## src/rtl/instruction_issue_pipe.sv

```systemverilog
// Issue register plus decode/execute/memory/writeback instruction registers.
// Obeys stall/flush from the hazard logic and exports every stage word.
module instruction_issue_pipe #(
   parameter logic [31:0] NOP_WORD    = 32'h0,
   parameter int unsigned COUNT_WIDTH = 16
) (
   input  logic                   clk,
   input  logic                   rst,
   input  logic [31:0]            instr_in,
   input  logic                   instr_in_valid,
   output logic                   instr_in_ready,
   input  logic                   stall,
   input  logic                   flush,
   output logic [31:0]            issue_reg_output,
   output logic [31:0]            decode_stage_instruction,
   output logic [31:0]            execute_stage_instruction,
   output logic [31:0]            memory_stage_instruction,
   output logic [31:0]            writeback_stage_instruction,
   output logic [COUNT_WIDTH-1:0] retired_count,
   output logic [COUNT_WIDTH-1:0] bubble_count
);

   logic [31:0]            issue_q, issue_d;
   logic [31:0]            decode_q, decode_d;
   logic [31:0]            execute_q, memory_q, writeback_q;
   logic [COUNT_WIDTH-1:0] retired_q, retired_d;
   logic [COUNT_WIDTH-1:0] bubble_q, bubble_d;
   logic                   handshake;

   assign instr_in_ready = !rst && !stall && !flush;
   assign handshake      = instr_in_valid && instr_in_ready;

   always_comb begin
      issue_d   = issue_q;
      decode_d  = decode_q;
      retired_d = retired_q;
      bubble_d  = bubble_q;

      // Flush beats stall; stall holds issue and bubbles decode.
      if (flush) begin
         issue_d  = NOP_WORD;
         decode_d = NOP_WORD;
      end else if (stall) begin
         decode_d = NOP_WORD;
      end else begin
         decode_d = issue_q;
         issue_d  = handshake ? instr_in : NOP_WORD;
      end

      if (memory_q != NOP_WORD && retired_q != {COUNT_WIDTH{1'b1}}) begin
         retired_d = retired_q + 1'b1;
      end

      // Only a stall that actually holds a real word counts as a bubble.
      if (stall && !flush && issue_q != NOP_WORD && bubble_q != {COUNT_WIDTH{1'b1}}) begin
         bubble_d = bubble_q + 1'b1;
      end
   end

   always_ff @(posedge clk) begin
      if (rst) begin
         issue_q     <= NOP_WORD;
         decode_q    <= NOP_WORD;
         execute_q   <= NOP_WORD;
         memory_q    <= NOP_WORD;
         writeback_q <= NOP_WORD;
         retired_q   <= '0;
         bubble_q    <= '0;
      end else begin
         issue_q     <= issue_d;
         decode_q    <= decode_d;
         execute_q   <= decode_q;
         memory_q    <= execute_q;
         writeback_q <= memory_q;
         retired_q   <= retired_d;
         bubble_q    <= bubble_d;
      end
   end

   assign issue_reg_output            = issue_q;
   assign decode_stage_instruction    = decode_q;
   assign execute_stage_instruction   = execute_q;
   assign memory_stage_instruction    = memory_q;
   assign writeback_stage_instruction = writeback_q;
   assign retired_count               = retired_q;
   assign bubble_count                = bubble_q;

endmodule
```

## config.mk

```make
export PLATFORM = sky130hd
export DESIGN_NAME = instruction_issue_pipe
export DESIGN_NICKNAME = d
export VERILOG_FILES = /design/src/rtl/instruction_issue_pipe.sv
export SDC_FILE = /design/constraint.sdc
export NUM_CORES = 1
export LEC_CHECK = 0
export ABC_AREA = 1
export BUFFER_PORTS_ARGS = -buffer_cell sky130_fd_sc_hd__buf_2
export CAP_MARGIN = 20
export CORE_MARGIN = 1
export CORE_UTILIZATION = 40
export CTS_BUF_LIST = sky130_fd_sc_hd__clkbuf_2
export CTS_CLUSTER_SIZE = 20
export DETAILED_ROUTE_END_ITERATION = 7
export GPL_ROUTABILITY_DRIVEN = 0
export PLACE_DENSITY = 0.62
export REMOVE_ABC_BUFFERS = 1
export SKIP_LAST_GASP = 1
export SLEW_MARGIN = 20
export SYNTH_ARGS = -nofsm -noshare
export SYNTH_HDL_FRONTEND = slang
export SYNTH_SLANG_ARGS = --single-unit
```

## constraint.sdc

```tcl
create_clock -name clk -period 1.99 [get_ports clk]
set_input_delay 0.0995 -clock clk [delete_from_list [all_inputs] [get_ports clk]]
set_output_delay 0.0995 -clock clk [all_outputs]
set_load 0.05 [all_outputs]
```

**Word-level counts from Yosys, hierarchy flattened**

Index checks and enable logic that the tools add are counted.

- Multiplexer cells: 1
- Reductions and logical operators: 14
- Add/subtract/negate cells: 2
- Equal/unequal tests: 2

Operators with widths:

| kind | number |
|---|---|
| 32-bit nonzero test | 2 |
| 16-bit by 1-bit adder with 16-bit output (second input constant) | 2 |
| 32-bit 2-to-1 mux | 1 |
| 16-bit != test (second input constant) | 2 |
| 1-bit logical AND | 7 |
| 1-bit logical NOT | 3 |
| 3-bit OR reduction | 1 |
| 2-bit OR reduction | 1 |

- Register bits after elaboration: 192
- Word-level logic and storage cells: 26
- Output and inout bits: 193
- Input port bits: 37

**Logic depth before layout (Yosys ltp)**

Gate-level depths: netlist (run 1).

- Depth after elaboration: 5
- Mapped depth: 10
- Depth with buffers taken out: 10

**Worst setup path before layout (run 1)**

OpenSTA, ideal clock, no wires.

- Path type: reg2reg
- From: register bubble_q[0] (netlist: bubble_count[0])
- To: register bubble_q[0] (netlist: bubble_count[0])
- Clock period less this slack: 1878 ps
- Cell stages (with the launch flop): 11
- Setup time: 113 ps
- Slack: 112 ps
- Arrival: 1765 ps
- Data required time: 1877 ps
- Path buffers: 0
- Cell sequence: dfxtp_1 ha_1 nand3_1 inv_1 nand3_2 nor2_4 inv_2 nand3_2 nand2_1 nand2_1 nor2_1

- Longest elaborated chain between the ends: 2
- Elaborated cells between the ends (all ways): 3
- Classes of those cells: add/sub (1); eq/ne (1); reduce/logical (1)

Ends and longest elaborated chain:

| element | RTL line | source |
|---|---|---|
| from (decl) | 27 | `logic [COUNT_WIDTH-1:0] bubble_q, bubble_d;` |
| from (signal assigned) | 76 | `bubble_q <= bubble_d;` |
| branches (longest 2 deep; another with 16-bit by 1-bit adder with 16-bit output) | n/a |  |

Several ways; the timed one is not identified.
A chain may end at the register's enable or synchronous reset.

**Worst setup path after layout (run 1)**

- From: input port rst
- To: register issue_q[9] (netlist: issue_reg_output[9])

- Longest elaborated chain between the ends: 5
- Elaborated cells between the ends (all ways): 6
- Classes of those cells: mux (1); reduce/logical (5)

Ends and longest elaborated chain:

| element | RTL line | source |
|---|---|---|
| from (decl) | 8 | `input logic rst,` |
| 1-bit logical NOT | 30 | `assign instr_in_ready = !rst && !stall && !flush;` |
| 1-bit logical AND (2 in a row) | 30 |  |
| 1-bit logical AND | 31 | `assign handshake = instr_in_valid && instr_in_ready;` |
| 32-bit 2-to-1 mux | 47 | `issue_d = handshake ? instr_in : NOP_WORD;` |
| to (signal assigned) | 70 | `issue_q <= issue_d;` |
| to (decl) | 23 | `logic [31:0] issue_q, issue_d;` |

Parallel ways exist; a longest one is shown, timed or not.

==> impl_metrics.toml, run 1 <==
[clocking]
insertion_delay_ns = 0.74
clk_pin_slew_ns = 0.29
cts_buffers = 17
h-tree-depth = 4
cts_buffer_depth = 2
clock-sinks = 192
cts_tree = "built"
cts-root-buf = "clkbuf_2"

[global_route]
grt_max_degree = 111
grt_pass1_vias = 5950
antenna_found_initial = 2
grt_first_pass_wirelength_um = 29100
grt_remaining_overflow = 0
track_usage_pct = 21.0

[yosys]
syn_inst = 885
ys_seq_area_share_pct = 56.2
syn_avg_cell_area_um2 = 7.73
synth_enable_flop_cells = 0
yosys_most_used_dff = "dfxtp_1"
synthDistinctLibCells = 27
postSynth.asyncResetShare_pct = 0
syn_area_um2 = 6840
synth-seq-cells = 192
yosys_warnings = 0

[route]
drc = 0
avgViaCountPerCell = 4.40
drt_iter0_drc = 265
first_pass_iters = 5
ant_nets = 0
wl_um = 18700
wl_per_cell_um = 13.0
vias = 6305

[power_and_ir_drop]
powerDensity_nw_per_um2 = 669
p_leak_nw = 4.33
power_mw = 6.34
ir_worst_vdd_mv = 0.364

[finish]
layout_commonest_cell = "buf_2"
stdcell_area_um2 = 9480
drive_above_1_share_pct = 25.1
final_cell_mix = "228 x buf_2, 216 x nor2_1, 192 x dfxtp_1"
postLayoutCoreUtil_pct = 56.9
area_delta_synth_final_pct = 38.5
final_nets = 1238

[status]
violations = "negative setup slack"
status = "finished with violations"

[critical_path]
critPathLaunch = "rst"
end_kind = "flop"
r2r_start = "memory_stage_instruction[21]$_SDFF_PP0_"
worstPathRequired_ns = 2.71
critical_path_arrival_ns = 2.82
crit_path_max_fanout = 7
start_kind = "input port"
crit_type = "input port to flop"

[floorplan]
die_w_um = 133
rows = 47
die-area_um2 = 17600
start_util_pct = 41.1
ioPinCount = 230
core_area_um2 = 16600
fp.dieH_um = 133

[sta]
fin_tns_setup_ns = -0.949
fin_skew_ns = 0.0455
fmax_mhz = 476
period_share_pct = 105
max-slew-margin-rel_pct = 56.9
hold_viol = 0
worstMarginPinSlew_ns = 0.645
setup_ws_ns = -0.109
drv_slew = 0
setup_viol = 16
grt_setup_unrepaired = "true"
fin_crit_ns = 2.10

[run]
cap_violations = 0

[placed_design]
pre_cts_ws_ns = 0.296
portBuffers = 229
place_area_um2 = 8180
hpwl_um = 12300

[worst_hold_path]
holdCritPathClass = "input port to flop"
holdCritStartpoint = "stall"
==> cell usage after synthesis, types with 4 or more instances <==
cell type | count | area (um^2)
clkbuf_1 | 21 | 78.8
nor2_4 | 4 | 45.0
nor2_1 | 216 | 811
inv_2 | 4 | 15.0
xnor2_1 | 6 | 52.6
xor2_1 | 7 | 61.3
buf_1 | 4 | 15.0
nor2_2 | 5 | 31.3
nand4_1 | 4 | 25.0
inv_1 | 148 | 556
nand2_1 | 133 | 499
nand3_1 | 59 | 295
buf_2 | 7 | 35.0
a21oi_2 | 10 | 87.6
a21oi_1 | 48 | 240
dfxtp_1 | 192 | 3840
==> layout make-up <==
type / instances / area, um^2
Clock buffer: 18 / 90.1
Multi-Input combinational cell: 507 / 2300
Antenna cell: 2 / 5.00
Inverter: 153 / 574
Clock inverter: 14 / 184
Timing Repair Buffer: 328 / 2210
Sequential cell: 192 / 3840
Fill cell: 1597 / 7170
Tap cell: 220 / 275
==> worst max-delay path: stages <==
cell and delay, ns:
dlygate4sd3_1 0.56, buf_4 0.17, nor2_1 0.12, inv_2 0.06
nor2_4 0.15, buf_12 0.14, buf_8 0.12, nand3_1 0.09
dlygate4sd3_1 0.62, a21oi_1 0.12, dlygate4sd3_1 0.55
==> per-layer routing <==
layer | vias to the layer above | part of all wire, % | GRT usage (%)
met2 | 190 | 50 | 36.3
li1 | 3271 | - | -
met1 | 2820 | 44 | 25.3
met3 | 24 | 4.6 | 5.17
met4 | 0 | 1.7 | 7.54
met5 | - | 0 | 0
==> state kept, by name (all words and copies together), names as in the netlist <==
name and flops:
memory_stage_instruction 32, retired_count 16, bubble_count 16, decode_stage_instruction 32, execute_stage_instruction 32, writeback_stage_instruction 32, issue_reg_output 32
==> what timing repair did <==
item	CTS	global route
resized for setup	0	8
endpoints found under the hold margin	159	0
buffers inserted	0	2
endpoints found under the setup margin	0	17
hold buffers	99	0
==> final timing paths <==
path                                                                 to  slack (ns)  cells after the start
worst min register to register   memory_stage_instruction[5]$_SDFF_PP0_        0.42                      2
worst max-delay path                   issue_reg_output[9]$_SDFFE_PP0N_       -0.11                     11
worst max register to register           retired_count[12]$_SDFFE_PP0P_        0.26                      7
worst min-delay path            decode_stage_instruction[22]$_SDFF_PP0_        0.30                      6
==> report_power, final <==
| group | switching [mW] | internal, mW | total [mW] |
|---|---|---|---|
| logic | 0.218 | 0.145 | 0.364 |
| registers | 0.0124 | 3.87 | 3.88 |
| clock network | 1.36 | 0.729 | 2.09 |
| total | 1.59 | 4.74 | 6.34 |
==> stage by stage <==
stage	std cells	hold WS, ns
floorplan	852	0.162
global placement	1307	0.366
detailed placement	1307	0.371
CTS	1438	0.164
global route	1434	0.230
finish	1434	0.296
==> cells by family after synthesis <==
kind of cell	share of synthesized area, %
simple gates	25.9
buf+inv	10.5
flops	56.2
fa+ha+maj	0.366
xor+xnor	1.66
compound gates	5.39
Note: power is estimated with default switching activity, not from simulation.
==> run 2, diff against run 1 <==
- ABC_AREA: 1 -> unset
- PLACE_DENSITY: 0.62 -> 0.63
==> run 2 against run 1 <==
- the flow finishes with violations (design-rule violations)
- setup slack better by 0.12 ns
- global-route usage is 0.083 points lower
- critical path depth is 4 lower
- final area shrank 9.6%
- synthesized cell count decreased by 35%
- total power is 5.0% lower
- largest cell class unchanged
- highest routed layer unchanged
==> impl_metrics.toml, run 2 <==
[worst_hold_path]
hold_depth = 4
holdCritPathClass = "input port to flop"

[finish]
final_nets = 932
diodes = 0
area_delta_synth_final_pct = 40.4
drive_above_1_share_pct = 33.0
layout_commonest_cell = "buf_2"
final_cell_mix = "228 x buf_2, 191 x dfxtp_1, 97 x nor2b_1"
stdcell_area_um2 = 8570

[critical_path]
worstPathCellList = "buf_2, nor2b_2, buf_4, a22oi_1, dlygate4sd3_1, nor2_1, dlygate4sd3_1"
cp_slowest_cell = "nor2b_2"
end_kind = "flop"
critical_path_arrival_ns = 2.68
cpMostUsedCell = "dlygate4sd3_1"
worstRegToRegCells = 6
cpPeakStageDelay_ns = 0.66
crit_path_max_fanout = 17
start_kind = "input port"
crit_type = "input port to flop"
worstPathRequired_ns = 2.69

[sta]
setup_viol = 0
fin_skew_ns = 0.0508
hold_viol = 0
period_share_pct = 99.4
max-slew-margin-rel_pct = 47.0
drv_slew = 0
worstMarginPinSlew_ns = 0.792
fin_crit_ns = 1.98
fmax_mhz = 506
grt_setup_unrepaired = "true"

[clocking]
postCtsSetupBuffers = 0
insertion_delay_ns = 0.75
cts_buffer_depth = 2
cts_buffers = 17
cts-root-buf = "clkbuf_2"
h-tree-depth = 4
cts_tree = "built"
clk_pin_slew_ns = 0.28
clock-sinks = 192

[route]
vias = 5257
first_pass_iters = 8
wl_per_cell_um = 15.1
wl_um = 16500
drc = 14
drt_iter0_drc = 298
avgViaCountPerCell = 4.82
ant_nets = 0

[floorplan]
die_w_um = 126
die-area_um2 = 15800
fp.dieH_um = 126
start_util_pct = 41.5
rows = 44
ioPinCount = 230
core_area_um2 = 14700

[global_route]
track_usage_pct = 20.9
grt_pass1_vias = 5079
grt_remaining_overflow = 0
grt_max_degree = 66
antenna_found_initial = 0
grt_first_pass_wirelength_um = 25800

[placed_design]
place_area_um2 = 7550
hpwl_um = 11300
portBuffers = 229

[power_and_ir_drop]
powerDensity_nw_per_um2 = 702
ir_worst_vdd_mv = 0.404
power_mw = 6.02
p_leak_nw = 3.99

[yosys]
synth-seq-cells = 192
synth_top_family_by_area = "simple AND/OR/NAND/NOR gates"
synth_compound_area_share_pct = 5.49
synth.area.top_cells = "dfxtp_1 63%, nor2b_1 10%, nor2_1 4.1%"
synth_top_area_share_pct = 63.0
synthMostInstantiatedCell = "dfxtp_1"
syn_avg_cell_area_um2 = 10.6
yosys.area.top_type = "dfxtp_1"
syn_area_um2 = 6100
synth_simple_gate_area_share_pct = 25.1
yosys_most_used_dff = "dfxtp_1"
synthAdderAreaFrac_pct = 0.410
synth_common_cells = "192 x dfxtp_1, 98 x nor2b_1, 66 x nor2_1"
muxShareOfSynthArea_pct = 0.164
ys_seq_area_share_pct = 63.0
synthDistinctLibCells = 37
synthXorXnorAreaFrac_pct = 3.59
yosys_warnings = 0
synth_enable_flop_cells = 0
syn_inst = 574
postSynth.asyncResetShare_pct = 0

[run]
cap_violations = 0

[status]
violations = "design-rule violations"
status = "finished with violations"
## run 2: cell types whose count changed after synthesis, moves of 12 or more
cell     previous run  this run
nor2_1            216        66
inv_1             148         4
nand2_1           133        10
nor2b_1             0        98
nand3_1            59         7
a21oi_1            48         6
and2_1              0        33
a22oi_1             0        32
nor4_1              0        20
nand4_1             4        16
## run 2: where the power goes
part	switching (mW)	leakage, nW	total, mW	internal (mW)
combinational	0.253	2.32	0.431	0.178
sequential	0.0208	1.55	3.90	3.88
clock	1.33	0.128	1.68	0.358
## run 2: critical path: cells and delay by family
family / cells / cell delay [ns]
buffers and inverters: 4 / 1.71
AND/OR/NAND/NOR: 2 / 0.77
AO/OA/AOI/OAI: 1 / 0.09
## run 2: repair_timing
action | in CTS | in global routing
setup endpoints to repair | 8 | 17
gates resized for setup | 1 | 8
hold endpoints to repair | 152 | 0
hold buffers | 77 | 0
## run 2: worst paths after layout
check	startpoint	slack, ns	end
setup / recovery	stall	0.01	issue_reg_output[5]$_SDFFE_PP0N_
hold reg to reg	decode_stage_instruction[27]$_SDFF_PP0_	0.44	execute_stage_instruction[27]$_SDFF_PP0_
hold / removal	stall	0.1	issue_reg_output[0]$_SDFFE_PP0N_
setup reg to reg	bubble_count[0]$_SDFFE_PP0P_	0.05	bubble_count[12]$_SDFFE_PP0P_
## run 2: through the flow
step                      hold slack [ns]  setup TNS, ns  std cells  util, %  setup WS, ns
after floorplan                     0.169         -10.90        543        -        -0.272
after global placement              0.331        -0.0576        981     51.4       -0.0543
after detailed placement            0.336         -0.145        981     51.4        -0.111
after CTS                         0.00435              0       1090     58.0       0.00680
after global routing               0.0206        -0.0843       1090     58.3       -0.0465
final                              0.0986              0       1090     58.3        0.0127
## run 2: final cells by class
class	instances	area (um^2)
Clock buffer	18	90.1
Clock inverter	14	109
Fill cell	1308	6130
Inverter	4	15.0
Multi-Input combinational cell	347	2170
Sequential cell	192	3840
Tap cell	184	230
Timing Repair Buffer	331	2110
## run 2: routing by layer
metal	vias up	routed length (um)	global-route usage, %
li1	2551	-	-
met4	0	516	9.47
met2	207	8020	35.1
met1	2455	6890	24.6
met3	44	1070	6.42
met5	-	0	0
## run 2: kinds of logic (layout without fill, tap and decap cells)
family                     after synthesis  in the layout
buffers and inverters                   35            367
xor gates and xnor gates                25             25
DFF                                    192            192
adders and majority gates                2              2
AOI/OAI and AO/OA                       47             47
and+or+nand+nor                        272            272
muxes                                    1              1
==> run 3, diff against run 2 <==
- CORE_UTILIZATION: 40 -> 33
- PLACE_DENSITY: 0.63 -> unset
- PLACE_DENSITY_LB_ADDON: unset -> 0.15
==> run 3 against run 2 <==
- register-to-register slack hardly changed
- die area is 21% higher
- cell count is 7.7% higher
- non-clock buffer count is 37 higher
- utilization is 8.1 points lower
- maximum frequency is 1.6% lower
- critical path type unchanged
- the run ends with negative setup slack left
- first-iteration DRC count is 23% lower
- highest routed layer unchanged
==> impl_metrics.toml, run 3 (synthesis results as in run 2) <==
[status]
status = "finished with violations"
violations = "negative setup slack"

[sta]
fmax_mhz = 498
fin_crit_ns = 2.01
max-slew-margin-rel_pct = 56.0
worstMarginPinSlew_ns = 0.660
grt_setup_unrepaired = "true"
drv_slew = 0
setup_ws_ns = -0.0186
hold_slack_ns = 0.362
period_share_pct = 101
fin_skew_ns = 0.0405
hold_viol = 0
setup_viol = 2

[route]
first_pass_iters = 4
drc = 0
wl_per_cell_um = 14.8
avgViaCountPerCell = 4.52
vias = 5308
ant_nets = 0
wl_um = 17300
drt_iter0_drc = 228

[clocking]
clk_pin_slew_ns = 0.30
cts-root-buf = "clkbuf_2"
cts_buffer_depth = 2
cts_tree = "built"
h-tree-depth = 4
clock-sinks = 192
cts_buffers = 17
insertion_delay_ns = 0.75

[global_route]
track_usage_pct = 18.2
grt_remaining_overflow = 0
antenna_found_initial = 1
grt_pass1_vias = 5254
grt_first_pass_wirelength_um = 27400
grt_max_degree = 67

[critical_path]
start_kind = "input port"
worstPathCellList = "dlygate4sd3_1, buf_2, dlygate4sd3_1, a22oi_1, dlygate4sd3_1, nor2_1, dlygate4sd3_1"
cp_slowest_cell = "dlygate4sd3_1"
cpMostUsedCell = "dlygate4sd3_1"
cpPeakStageDelay_ns = 0.60
r2r_start = "issue_reg_output[30]$_SDFFE_PP0N_"
critical_path_arrival_ns = 2.70
end_kind = "flop"
path_delay_family = "buffers and inverters"
worstPathRequired_ns = 2.68
crit_type = "input port to flop"
worstRegToRegCells = 4
ff2ff_setup_slack_ns = 0.05
cp.buffers_inverters = 5
crit_path_max_fanout = 1
r2r_end = "issue_reg_output[30]$_SDFFE_PP0N_"

[floorplan]
rows = 49
ioPinCount = 230
core_area_um2 = 18000
die_w_um = 138
fp.dieH_um = 138
die-area_um2 = 19000
start_util_pct = 33.9

[finish]
final_nets = 969
layout_commonest_cell = "buf_2"
area_delta_synth_final_pct = 48.3
drive_above_1_share_pct = 33.1
final_cell_mix = "228 x buf_2, 188 x dfxtp_1, 107 x dlygate4sd3_1"
nFillCells = 1683
postLayoutCoreUtil_pct = 50.2

[worst_hold_path]
holdCritPathClass = "input port to flop"
hold_depth = 7
min_to = "bubble_count[7]$_SDFFE_PP0P_"
holdCritStartpoint = "flush"

[power_and_ir_drop]
p_leak_nw = 4.23
ir_worst_vdd_mv = 0.323
powerDensity_nw_per_um2 = 700

[placed_design]
hpwl_um = 11600
portBuffers = 229

[run]
cap_violations = 0
## run 3: how the worst max path moves through the flow
stage / from / end / slack [ns] / depth (start not counted)
finish: instr_in[14] / issue_reg_output[14]$_SDFFE_PP0N_ / -0.02 / 7
global placement: memory_stage_instruction[25]$_SDFF_PP0_ / retired_count[8]$_SDFFE_PP0P_ / -0.08 / 6
CTS: retired_count[0]$_SDFFE_PP0P_ / retired_count[14]$_SDFFE_PP0P_ / 0.02 / 7
detailed placement: retired_count[0]$_SDFFE_PP0P_ / retired_count[14]$_SDFFE_PP0P_ / -0.14 / 7
global route: issue_reg_output[24]$_SDFFE_PP0N_ / bubble_count[0]$_SDFFE_PP0P_ / -0.03 / 8
floorplan: retired_count[9]$_SDFFE_PP0P_ / retired_count[8]$_SDFFE_PP0P_ / -0.27 / 6
## run 3: routing by layer
layer,wire [um],vias up,global-route usage (%)
met5,0,-,0
met4,431,0,7.75
met3,1030,36,5.20
met2,8360,190,29.9
met1,7510,2447,22.1
li1,-,2635,-
## run 3: what timing repair did
| item | CTS | global route |
|---|---|---|
| pin swaps | 0 | 0 |
| hold buffers | 107 | 0 |
| endpoints found under the hold margin | 192 | 0 |
| gates resized for setup | 2 | 12 |
| setup endpoints to repair | 13 | 26 |
| buffers inserted | 0 | 1 |
## run 3: where the power goes
| group | total (mW) | leakage (nW) | switching, mW | internal, mW |
|---|---|---|---|---|
| sequential | 3.90 | 1.55 | 0.0206 | 3.88 |
| clock | 1.97 | 0.148 | 1.44 | 0.525 |
| combinational | 0.465 | 2.53 | 0.259 | 0.206 |
## run 3: per-stage QoR
stage	std cells	total power [mW]	TNS, ns	instance area [um^2]	worst slack [ns]
after global routing	1174	6.64	-0.0707	9050	-0.0343
after floorplan	543	4.13	-10.90	5980	-0.272
after global placement	1032	4.29	-0.727	7650	-0.0819
after CTS	1171	6.41	0	8990	0.0240
final	1174	6.34	-0.0196	9050	-0.0186
after detailed placement	1032	4.29	-0.735	7650	-0.136
## run 3: worst min-delay path: cells and delay by family
family          cells  cell delay, ns
buf+inv             2            0.64
simple gates        3            0.17
xor+xnor            1            0.13
compound gates      1            0.09
## run 3: area by class of cell
cell class	instances	area [um^2]	share of cell area (%)
Multi-Input combinational cell	347	2180	24.1
Antenna cell	2	5.00	0.0553
Clock inverter	15	170	1.88
Tap cell	229	287	3.16
Timing Repair Buffer	368	2460	27.2
Sequential cell	192	3850	42.5
Clock buffer	17	85.1	0.940
Inverter	4	15.0	0.166
